## config.mk

```make
export PLATFORM = sky130hd
export DESIGN_NAME = systolic_array_ctrl_flat
export DESIGN_NICKNAME = d
export VERILOG_FILES = /design/src/rtl/systolic_array_ctrl_pkg.sv /design/src/rtl/systolic_array_ctrl_if.sv /design/src/rtl/sa_skew_mux.sv /design/src/rtl/systolic_array_ctrl.sv /design/src/flat_wrapper.sv
export SDC_FILE = /design/constraint.sdc
export NUM_CORES = 2
export LEC_CHECK = 0
export BUFFER_PORTS_ARGS = -buffer_cell sky130_fd_sc_hd__buf_2
export CAP_MARGIN = 10
export CORE_ASPECT_RATIO = 0.5
export CORE_MARGIN = 1
export CORE_UTILIZATION = 40
export CTS_CLUSTER_SIZE = 25
export DETAILED_ROUTE_END_ITERATION = 12
export GPL_ROUTABILITY_DRIVEN = 0
export HOLD_SLACK_MARGIN = 0.06
export PLACE_DENSITY = 0.59
export SYNTH_ARGS = -nofsm -noshare
export SYNTH_HDL_FRONTEND = slang
export SYNTH_SLANG_ARGS = --single-unit
```

## constraint.sdc

```tcl
create_clock -name clk -period 34.3 [get_ports clk]
set_input_delay 8.575 -clock clk [delete_from_list [all_inputs] [get_ports clk]]
set_output_delay 8.575 -clock clk [all_outputs]
set_load 0.03 [all_outputs]
```

## src/rtl/systolic_array_ctrl_pkg.sv

```systemverilog
// -----------------------------------------------------------------------------
// systolic_array_ctrl_pkg
// Shared definitions for the 4x4 systolic array controller: FSM state
// encoding, array dimension, feed length and the skew index helpers used to
// map a feed beat onto the operand buffers.
// No ports (package).
// -----------------------------------------------------------------------------
package systolic_array_ctrl_pkg;

   // Array dimension and the number of feed beats needed to push a full
   // skewed wavefront through it.
   localparam int unsigned N       = 4;
   localparam int unsigned FeedLen = 2 * N - 1;
   localparam int unsigned BeatW   = 3;

   typedef enum logic [2:0] {
      StIdle  = 3'd0,
      StClear = 3'd1,
      StFeed  = 3'd2,
      StDrain = 3'd3,
      StLoad  = 3'd4,
      StDone  = 3'd5
   } state_e;

   // Lane k carries element (beat - k) of its row/column while that offset is
   // inside the array; outside that window the lane is idle.
   function automatic logic skew_valid(input int unsigned beat, input int unsigned lane);
      return (beat >= lane) && ((beat - lane) < N);
   endfunction

   function automatic logic [1:0] skew_idx(input int unsigned beat, input int unsigned lane);
      return 2'(beat - lane);
   endfunction

endpackage

```

## src/rtl/systolic_array_ctrl_if.sv

```systemverilog
// -----------------------------------------------------------------------------
// systolic_array_ctrl_if
// Bundles the operand-write bus, run control and array edge outputs of the
// systolic array controller.
//   master : drives wr_en/wr_sel/wr_addr/wr_data/start, observes the rest
//   slave  : the controller itself
// Parameter DATA_WIDTH: west operand width; north operands/write data are 2x.
// -----------------------------------------------------------------------------
interface systolic_array_ctrl_if #(
   parameter int unsigned DATA_WIDTH = 16
);
   logic                      wr_en;
   logic                      wr_sel;
   logic [3:0]                wr_addr;
   logic [2*DATA_WIDTH-1:0]   wr_data;
   logic                      start;
   logic                      busy;
   logic                      done;
   logic                      sa_clr;
   logic                      result_ld;
   logic [DATA_WIDTH-1:0]     fd_w0;
   logic [DATA_WIDTH-1:0]     fd_w1;
   logic [DATA_WIDTH-1:0]     fd_w2;
   logic [DATA_WIDTH-1:0]     fd_w3;
   logic [2*DATA_WIDTH-1:0]   rd_n0;
   logic [2*DATA_WIDTH-1:0]   rd_n1;
   logic [2*DATA_WIDTH-1:0]   rd_n2;
   logic [2*DATA_WIDTH-1:0]   rd_n3;

   modport master (
      output wr_en, wr_sel, wr_addr, wr_data, start,
      input  busy, done, sa_clr, result_ld,
      input  fd_w0, fd_w1, fd_w2, fd_w3,
      input  rd_n0, rd_n1, rd_n2, rd_n3
   );

   modport slave (
      input  wr_en, wr_sel, wr_addr, wr_data, start,
      output busy, done, sa_clr, result_ld,
      output fd_w0, fd_w1, fd_w2, fd_w3,
      output rd_n0, rd_n1, rd_n2, rd_n3
   );
endinterface

```

## src/rtl/sa_skew_mux.sv

```systemverilog
// -----------------------------------------------------------------------------
// sa_skew_mux
// Combinational map from (feed flag, beat, operand buffers) to the eight
// skewed edge values of the array.
//   i_feed : 1 when the values are for a FEED beat; otherwise all lanes are 0
//   i_beat : feed beat 0..6
//   i_a    : A buffer [row][col], DATA_WIDTH
//   i_b    : B buffer [row][col], 2*DATA_WIDTH
//   o_w    : west inputs, row i gets A[i][beat-i]
//   o_n    : north inputs, column j gets B[beat-j][j]
// -----------------------------------------------------------------------------
module sa_skew_mux
   import systolic_array_ctrl_pkg::*;
#(
   parameter int unsigned DATA_WIDTH = 16
) (
   input  logic                    i_feed,
   input  logic [BeatW-1:0]        i_beat,
   input  logic [DATA_WIDTH-1:0]   i_a [N][N],
   input  logic [2*DATA_WIDTH-1:0] i_b [N][N],
   output logic [DATA_WIDTH-1:0]   o_w [N],
   output logic [2*DATA_WIDTH-1:0] o_n [N]
);

   logic [N-1:0] w_hit;
   logic [1:0]   w_idx [N];

   for (genvar k = 0; k < N; k++) begin : g_lane
      // Row k and column k share the same skew offset, so one hit/index
      // pair serves both edges.
      assign w_hit[k] = i_feed && skew_valid(32'(i_beat), k);
      assign w_idx[k] = skew_idx(32'(i_beat), k);
      assign o_w[k]   = w_hit[k] ? i_a[k][w_idx[k]] : '0;
      assign o_n[k]   = w_hit[k] ? i_b[w_idx[k]][k] : '0;
   end

endmodule

```

## src/rtl/systolic_array_ctrl.sv

```systemverilog
// -----------------------------------------------------------------------------
// systolic_array_ctrl
// Sequencer for a 4x4 output-stationary systolic array. Holds the A (west)
// and B (north) operand buffers, and per run issues: accumulator clear,
// seven skewed feed beats, DRAIN_CYCLES idle beats, a result capture strobe
// and a done pulse.
// Ports:
//   clk : rising-edge clock
//   rst : asynchronous active-high reset
//   bus : systolic_array_ctrl_if.slave (write bus, start, status, edge data)
// Parameters:
//   DATA_WIDTH   : west operand width (north/write data are 2*DATA_WIDTH)
//   DRAIN_CYCLES : idle beats between last feed beat and result_ld
// -----------------------------------------------------------------------------
module systolic_array_ctrl
   import systolic_array_ctrl_pkg::*;
#(
   parameter int unsigned DATA_WIDTH   = 16,
   parameter int unsigned DRAIN_CYCLES = 4
) (
   input  logic                 clk,
   input  logic                 rst,
   systolic_array_ctrl_if.slave bus
);

   localparam int unsigned        DrainW    = (DRAIN_CYCLES > 1) ? $clog2(DRAIN_CYCLES) : 1;
   localparam logic [DrainW-1:0]  DrainLast = (DRAIN_CYCLES == 0) ? '0 : DrainW'(DRAIN_CYCLES - 1);
   localparam logic [BeatW-1:0]   FeedLast  = BeatW'(FeedLen - 1);

   state_e                  r_state, w_state_d;
   logic [BeatW-1:0]        r_beat, w_beat_d;
   logic [DrainW-1:0]       r_drain, w_drain_d;

   logic [DATA_WIDTH-1:0]   r_a [N][N];
   logic [2*DATA_WIDTH-1:0] r_b [N][N];

   logic                    r_busy, r_done, r_sa_clr, r_result_ld;
   logic                    w_busy_d, w_done_d, w_sa_clr_d, w_result_ld_d, w_feed_d;
   logic [DATA_WIDTH-1:0]   r_fd [N];
   logic [2*DATA_WIDTH-1:0] r_rd [N];
   logic [DATA_WIDTH-1:0]   w_fd_d [N];
   logic [2*DATA_WIDTH-1:0] w_rd_d [N];

   // ---------------------------------------------------------------- buffers
   // Writes are only honoured in IDLE, so the buffers are stable for a whole
   // run. A write in the same cycle as start still lands before FEED.
   always_ff @(posedge clk or posedge rst) begin
      if (rst) begin
         for (int i = 0; i < N; i++) begin
            for (int j = 0; j < N; j++) begin
               r_a[i][j] <= '0;
               r_b[i][j] <= '0;
            end
         end
      end else if (bus.wr_en && (r_state == StIdle)) begin
         if (bus.wr_sel) begin
            r_b[bus.wr_addr[3:2]][bus.wr_addr[1:0]] <= bus.wr_data;
         end else begin
            r_a[bus.wr_addr[3:2]][bus.wr_addr[1:0]] <= bus.wr_data[DATA_WIDTH-1:0];
         end
      end
   end

   // ----------------------------------------------------------- state register
   always_ff @(posedge clk or posedge rst) begin
      if (rst) begin
         r_state <= StIdle;
         r_beat  <= '0;
         r_drain <= '0;
      end else begin
         r_state <= w_state_d;
         r_beat  <= w_beat_d;
         r_drain <= w_drain_d;
      end
   end

   // --------------------------------------------------------------- next state
   always_comb begin
      w_state_d = r_state;
      w_beat_d  = r_beat;
      w_drain_d = r_drain;
      case (r_state)
         StIdle: begin
            if (bus.start) begin
               w_state_d = StClear;
            end
         end
         StClear: begin
            w_state_d = StFeed;
            w_beat_d  = '0;
         end
         StFeed: begin
            if (r_beat == FeedLast) begin
               w_beat_d  = '0;
               w_drain_d = '0;
               w_state_d = (DRAIN_CYCLES == 0) ? StLoad : StDrain;
            end else begin
               w_beat_d = r_beat + 1'b1;
            end
         end
         StDrain: begin
            if (r_drain == DrainLast) begin
               w_drain_d = '0;
               w_state_d = StLoad;
            end else begin
               w_drain_d = r_drain + 1'b1;
            end
         end
         StLoad:  w_state_d = StDone;
         StDone:  w_state_d = StIdle;
         default: begin
            w_state_d = StIdle;
            w_beat_d  = '0;
            w_drain_d = '0;
         end
      endcase
   end

   // ------------------------------------------------------------------ outputs
   // Outputs are decoded from the next state and registered, so each flop
   // changes on the same edge as r_state and always matches the current state.
   always_comb begin
      w_busy_d      = (w_state_d != StIdle);
      w_sa_clr_d    = (w_state_d == StClear);
      w_feed_d      = (w_state_d == StFeed);
      w_result_ld_d = (w_state_d == StLoad);
      w_done_d      = (w_state_d == StDone);
   end

   sa_skew_mux #(
      .DATA_WIDTH (DATA_WIDTH)
   ) u_skew_mux (
      .i_feed (w_feed_d),
      .i_beat (w_beat_d),
      .i_a    (r_a),
      .i_b    (r_b),
      .o_w    (w_fd_d),
      .o_n    (w_rd_d)
   );

   always_ff @(posedge clk or posedge rst) begin
      if (rst) begin
         r_busy      <= 1'b0;
         r_done      <= 1'b0;
         r_sa_clr    <= 1'b0;
         r_result_ld <= 1'b0;
         for (int k = 0; k < N; k++) begin
            r_fd[k] <= '0;
            r_rd[k] <= '0;
         end
      end else begin
         r_busy      <= w_busy_d;
         r_done      <= w_done_d;
         r_sa_clr    <= w_sa_clr_d;
         r_result_ld <= w_result_ld_d;
         r_fd        <= w_fd_d;
         r_rd        <= w_rd_d;
      end
   end

   assign bus.busy      = r_busy;
   assign bus.done      = r_done;
   assign bus.sa_clr    = r_sa_clr;
   assign bus.result_ld = r_result_ld;
   assign bus.fd_w0     = r_fd[0];
   assign bus.fd_w1     = r_fd[1];
   assign bus.fd_w2     = r_fd[2];
   assign bus.fd_w3     = r_fd[3];
   assign bus.rd_n0     = r_rd[0];
   assign bus.rd_n1     = r_rd[1];
   assign bus.rd_n2     = r_rd[2];
   assign bus.rd_n3     = r_rd[3];

endmodule

```

## src/flat_wrapper.sv

```systemverilog
// flat-port wrapper written by rule: the top's interface ports become plain ports
module systolic_array_ctrl_flat import systolic_array_ctrl_pkg::*;
#(
   parameter int unsigned DATA_WIDTH   = 16,
   parameter int unsigned DRAIN_CYCLES = 4
)
  (clk, rst, bus_wr_en, bus_wr_sel, bus_wr_addr, bus_wr_data, bus_start, bus_busy, bus_done, bus_sa_clr, bus_result_ld, bus_fd_w0, bus_fd_w1, bus_fd_w2, bus_fd_w3, bus_rd_n0, bus_rd_n1, bus_rd_n2, bus_rd_n3);
  systolic_array_ctrl_if #(.DATA_WIDTH(DATA_WIDTH)) bus_i ();
  input  logic clk;
  input  logic rst;
  input wire logic [$bits(bus_i.wr_en)-1:0] bus_wr_en;
  input wire logic [$bits(bus_i.wr_sel)-1:0] bus_wr_sel;
  input wire logic [$bits(bus_i.wr_addr)-1:0] bus_wr_addr;
  input wire logic [$bits(bus_i.wr_data)-1:0] bus_wr_data;
  input wire logic [$bits(bus_i.start)-1:0] bus_start;
  output wire logic [$bits(bus_i.busy)-1:0] bus_busy;
  output wire logic [$bits(bus_i.done)-1:0] bus_done;
  output wire logic [$bits(bus_i.sa_clr)-1:0] bus_sa_clr;
  output wire logic [$bits(bus_i.result_ld)-1:0] bus_result_ld;
  output wire logic [$bits(bus_i.fd_w0)-1:0] bus_fd_w0;
  output wire logic [$bits(bus_i.fd_w1)-1:0] bus_fd_w1;
  output wire logic [$bits(bus_i.fd_w2)-1:0] bus_fd_w2;
  output wire logic [$bits(bus_i.fd_w3)-1:0] bus_fd_w3;
  output wire logic [$bits(bus_i.rd_n0)-1:0] bus_rd_n0;
  output wire logic [$bits(bus_i.rd_n1)-1:0] bus_rd_n1;
  output wire logic [$bits(bus_i.rd_n2)-1:0] bus_rd_n2;
  output wire logic [$bits(bus_i.rd_n3)-1:0] bus_rd_n3;
  assign bus_i.wr_en = bus_wr_en;
  assign bus_i.wr_sel = bus_wr_sel;
  assign bus_i.wr_addr = bus_wr_addr;
  assign bus_i.wr_data = bus_wr_data;
  assign bus_i.start = bus_start;
  assign bus_busy = bus_i.busy;
  assign bus_done = bus_i.done;
  assign bus_sa_clr = bus_i.sa_clr;
  assign bus_result_ld = bus_i.result_ld;
  assign bus_fd_w0 = bus_i.fd_w0;
  assign bus_fd_w1 = bus_i.fd_w1;
  assign bus_fd_w2 = bus_i.fd_w2;
  assign bus_fd_w3 = bus_i.fd_w3;
  assign bus_rd_n0 = bus_i.rd_n0;
  assign bus_rd_n1 = bus_i.rd_n1;
  assign bus_rd_n2 = bus_i.rd_n2;
  assign bus_rd_n3 = bus_i.rd_n3;
  systolic_array_ctrl #(.DATA_WIDTH(DATA_WIDTH), .DRAIN_CYCLES(DRAIN_CYCLES)) u_core (.clk(clk), .rst(rst), .bus(bus_i));
endmodule
```

==> metrics.log <==
[metrics] status: finished, final reports clean
[metrics] buffers and inverters on the worst path: 5
[metrics] initial antenna violation count: 3
[metrics] leakage power: 22.9 nW
[metrics] distinct cell type count of the synthesized netlist: 49
[metrics] clock transition at the registers of the reported paths: 0.06 ns
[metrics] Required @ worst endpoint: 34.93 ns
[metrics] cell row count: 81
[metrics] area enclosed by the die boundary: roughly 0.10 mm²
[metrics] kind of critical path: in2async
[metrics] TritonCTS clock tree: yes
[metrics] I/O pin cnt: between 200 and 250
[metrics] Seq/Total Area, Yosys: 0.609
[metrics] Max-cap violations: 0
[metrics] Syn Nets: 2,602
[metrics] height of the chip: 225 µm
[metrics] final net count: roughly 2,800
[metrics] share of the clock period used by the worst path: 0.328
[metrics] most numerous cell in the Yosys netlist: dfrtp_1
[metrics] number of nets with antenna violations after detailed routing: 0
[metrics] root buffer selected by CTS: clkbuf_16
[metrics] max frequency: approximately 0.09 GHz
[metrics] count of state elements after synthesis: between 900 and 1,000
[metrics] sort of element at the start of the critical path: input pin
[metrics] async set-or-reset flop fraction in the synthesized netlist: 1.00
[metrics] post-synth top area cell: dfrtp_1
[metrics] number of hold-slack violations in the final timing report: 0
[metrics] fill count: 8,745
[metrics] GRT Total Usage: 0.193
[metrics] number of remaining DRC errors: 0
[metrics] fraction of final layout cells with drive strength greater than 1: 0.462
[metrics] worst path cell trace: buf_2 > clkinvlp_4 > buf_12 > buf_4 > buf_4
[metrics] most frequent cells after synthesis: 972 x dfrtp_1, 723 x mux2_2, 195 x mux2i_1
[metrics] data arrival time of the worst path: 11.88 ns
[metrics] count of flip-flops with a built-in enable after synthesis: 0
[metrics] Area Growth Syn to Fin: 14.0%
[metrics] footprint of the flip-flops and latches: 0.0243 mm²
[metrics] DP HPWL: approximately 56,000 µm
[metrics] aggregate routed wire length: 97,100 µm
[metrics] final standard cell count with taps included and fillers excluded: 4,123
[metrics] standard cell core area: slightly below 0.1 mm²
[metrics] final setup vio count: 0
[metrics] number of gates resized after cts: 0
[metrics] Max-Slew Margin vs Limit: 0.113
[metrics] number of warnings reported in the yosys synthesis log: 0
[metrics] Post-CTS Setup Inserts: 0
[metrics] power density of the placed cells: 73.4 mW/mm²
[metrics] number of global-route vias before repair: around 23,000
[metrics] instance count of the mapped netlist: roughly 2,600
[metrics] DR vias/cell: about 5.3
[metrics] summed instance area of the synthesized netlist: 0.0399 mm²
[metrics] drt pass-1 iters: 7
[metrics] final number of max-transition violations: 0
[metrics] pin count of the biggest net entering global routing: 167
[metrics] violation count after the first detailed-route iteration: about 1,200
[metrics] top flip-flop cell by instance count after synthesis: dfrtp_1
[metrics] number of vias after detailed routing: 21,900
[metrics] largest driver fanout on the critical path: approximately 170
[metrics] peak per-stage delay on the critical path: between 0.9 and 1 ns
[metrics] unrepaired setup endpoints after global routing: false
[metrics] top area cells in the synthesized netlist: dfrtp_1 61%, mux2_2 20%, mux4_2 5.4%, mux2i_1 4.9%, and2_1 1.5%
[metrics] Max H-tree Level: 3
[metrics] clock skew: 0.0221 ns
[metrics] source-to-sink clock delay at the later pin of the worst-skew pair: 0.69 ns
[metrics] cell with the biggest individual delay on the critical path: buf_4
[metrics] final sum of negative setup slack: 0 ns
[metrics] classification of the worst-slack hold path: reg2reg
[metrics] multi-input logic area: 0.0148 mm²
[metrics] total placed cells including tap cells: approximately 4,000
[metrics] width of the chip: 449 µm
[metrics] Slew @ Worst Pin: 1.33 ns
[metrics] number of sinks handled by clock tree synthesis: 972
[metrics] critical path endpoint category: async pin
[metrics] I/O Buffers: around 240
[metrics] Initial Utilization: 0.406
[metrics] wire length of the first global-routing pass: 147,000 µm
[metrics] largest voltage drop on the vdd net: about 0.062 mV
[metrics] GRT Residual Overflow: 0
[metrics] most prevalent standard cell on the critical path: buf_4
[metrics] post-synth top area share: 0.609
[metrics] number of buffers created by CTS: 91
[metrics] Post-Syn Area per Cell: 15.7 µm²
[metrics] Tmin final: ~11 ns
[metrics] Clock Tree Buf Depth: 3
[metrics] routed wire length per instance: ~24 µm
[metrics] top cell family by delay on the critical path: buffers and inverters
[metrics] hold buffer count at CTS: 0
==> metrics by stage <==
stage	utilization	setup slack, ns	hold slack (ns)	power, mW	cell area (µm²)
4_1_cts	0.463	22.95	0.488	3.39	45500
6_report	0.463	23.05	0.482	3.34	45600
5_1_grt	0.463	22.49	0.501	3.50	45500
3_3_place_gp	0.432	22.31	0.467	2.32	42500
2_1_floorplan	-	12.34	0.457	2.05	39900
3_5_place_dp	0.432	22.20	0.474	2.33	42500
==> cell type report <==
class                      instances  share of cell area
inverter                           9            0.000879
antenna                            1           0.0000549
clock buffer                     129              0.0585
timing repair buffer             293              0.0356
sequential                       972               0.534
multi-input combinational       1359               0.325
clock inverter                    32             0.00939
tap                             1328              0.0365
==> sequential cells by signal, indices dropped and copies added (netlist names) <==
register,count
u_core.bus.busy,1
u_core.bus.done,1
u_core.bus.fd_w0,16
u_core.bus.fd_w1,16
u_core.bus.fd_w2,16
u_core.bus.fd_w3,16
u_core.bus.rd_n0,32
u_core.bus.rd_n1,32
u_core.bus.rd_n2,32
u_core.bus.rd_n3,32
u_core.bus.result_ld,1
u_core.bus.sa_clr,1
u_core.r_a,256
u_core.r_b,512
u_core.r_beat,3
u_core.r_drain,2
u_core.r_state,3
==> cell usage in the layout (no fill, tap or decap), drive strengths merged, types with 2 or more instances in the layout <==
master / count
nand2b: 5
bufinv: 9
ha: 9
buf: 293
inv: 12
a32oi: 2
clkbuf: 129
mux2: 768
nor4b: 2
and2: 97
clkinv: 17
a211o: 2
nand3b: 4
nor3b: 2
dfrtp: 972
o21ai: 3
nor2: 19
clkinvlp: 3
nor3: 6
and3: 3
nand3: 6
nor2b: 5
mux4: 96
o22ai: 97
or2: 3
a21oi: 2
nand2: 17
mux2i: 195
o32ai: 2
==> routing by layer <==
metal	vias up	GRT usage	routed length [µm]
met5	-	0	10
met3	149	0.0323	3200
met2	325	0.314	47100
met4	2	0.0610	2510
li1	9548	-	-
met1	11900	0.264	44200
==> cells by family (layout without fill, tap and decap cells) <==
| logic type | Yosys count | count (layout) | synth area share |
|---|---|---|---|
| AND/OR/NAND/NOR | 175 | 175 | 0.0260 |
| AO/OA/AOI/OAI | 115 | 115 | 0.0187 |
| adder cells (fa/ha/maj) | 9 | 9 | 0.00282 |
| other | 0 | 1 | 0 |
| multiplexers | 1059 | 1059 | 0.320 |
| flip-flops | 972 | 972 | 0.609 |
| buffers and inverters | 221 | 463 | 0.0238 |
| XOR/XNOR | 1 | 1 | 0.000219 |
==> report_power, final <==
part	internal [mW]	switching, mW	total (mW)
registers	1.27	0.0617	1.33
clock network	0.609	0.441	1.05
logic	0.391	0.572	0.963
total	2.27	1.07	3.34
==> final timing paths <==
check / slack [ns] / endpoint / from / depth (start not counted)
worst min-delay path: 0.48 / u_core.r_a[248] / u_core.r_a[248] / 1
worst max-delay path: 23.05 / u_core.r_b[209] / rst / 5
min in group asynchronous: 7.95 / u_core.r_a[204] / rst / 2
worst max register to register: 29.73 / u_core.bus.rd_n2[3] / u_core.r_state[0] / 8
max in group clk: 23.86 / u_core.r_b[423] / bus_wr_sel / 5
worst min register to register: 0.48 / u_core.r_a[248] / u_core.r_a[248] / 1
==> worst reg2reg max path, cell delays in order, from the launching register on <==
cell	delay, ns
dfrtp_1	0.59
nor2b_1	0.43
nand3_1	0.19
o21ai_4	0.08
buf_4	0.75
buf_4	0.91
buf_4	0.84
mux2i_1	0.20
o22ai_1	0.42
Note: power is estimated with default switching activity, not from simulation.
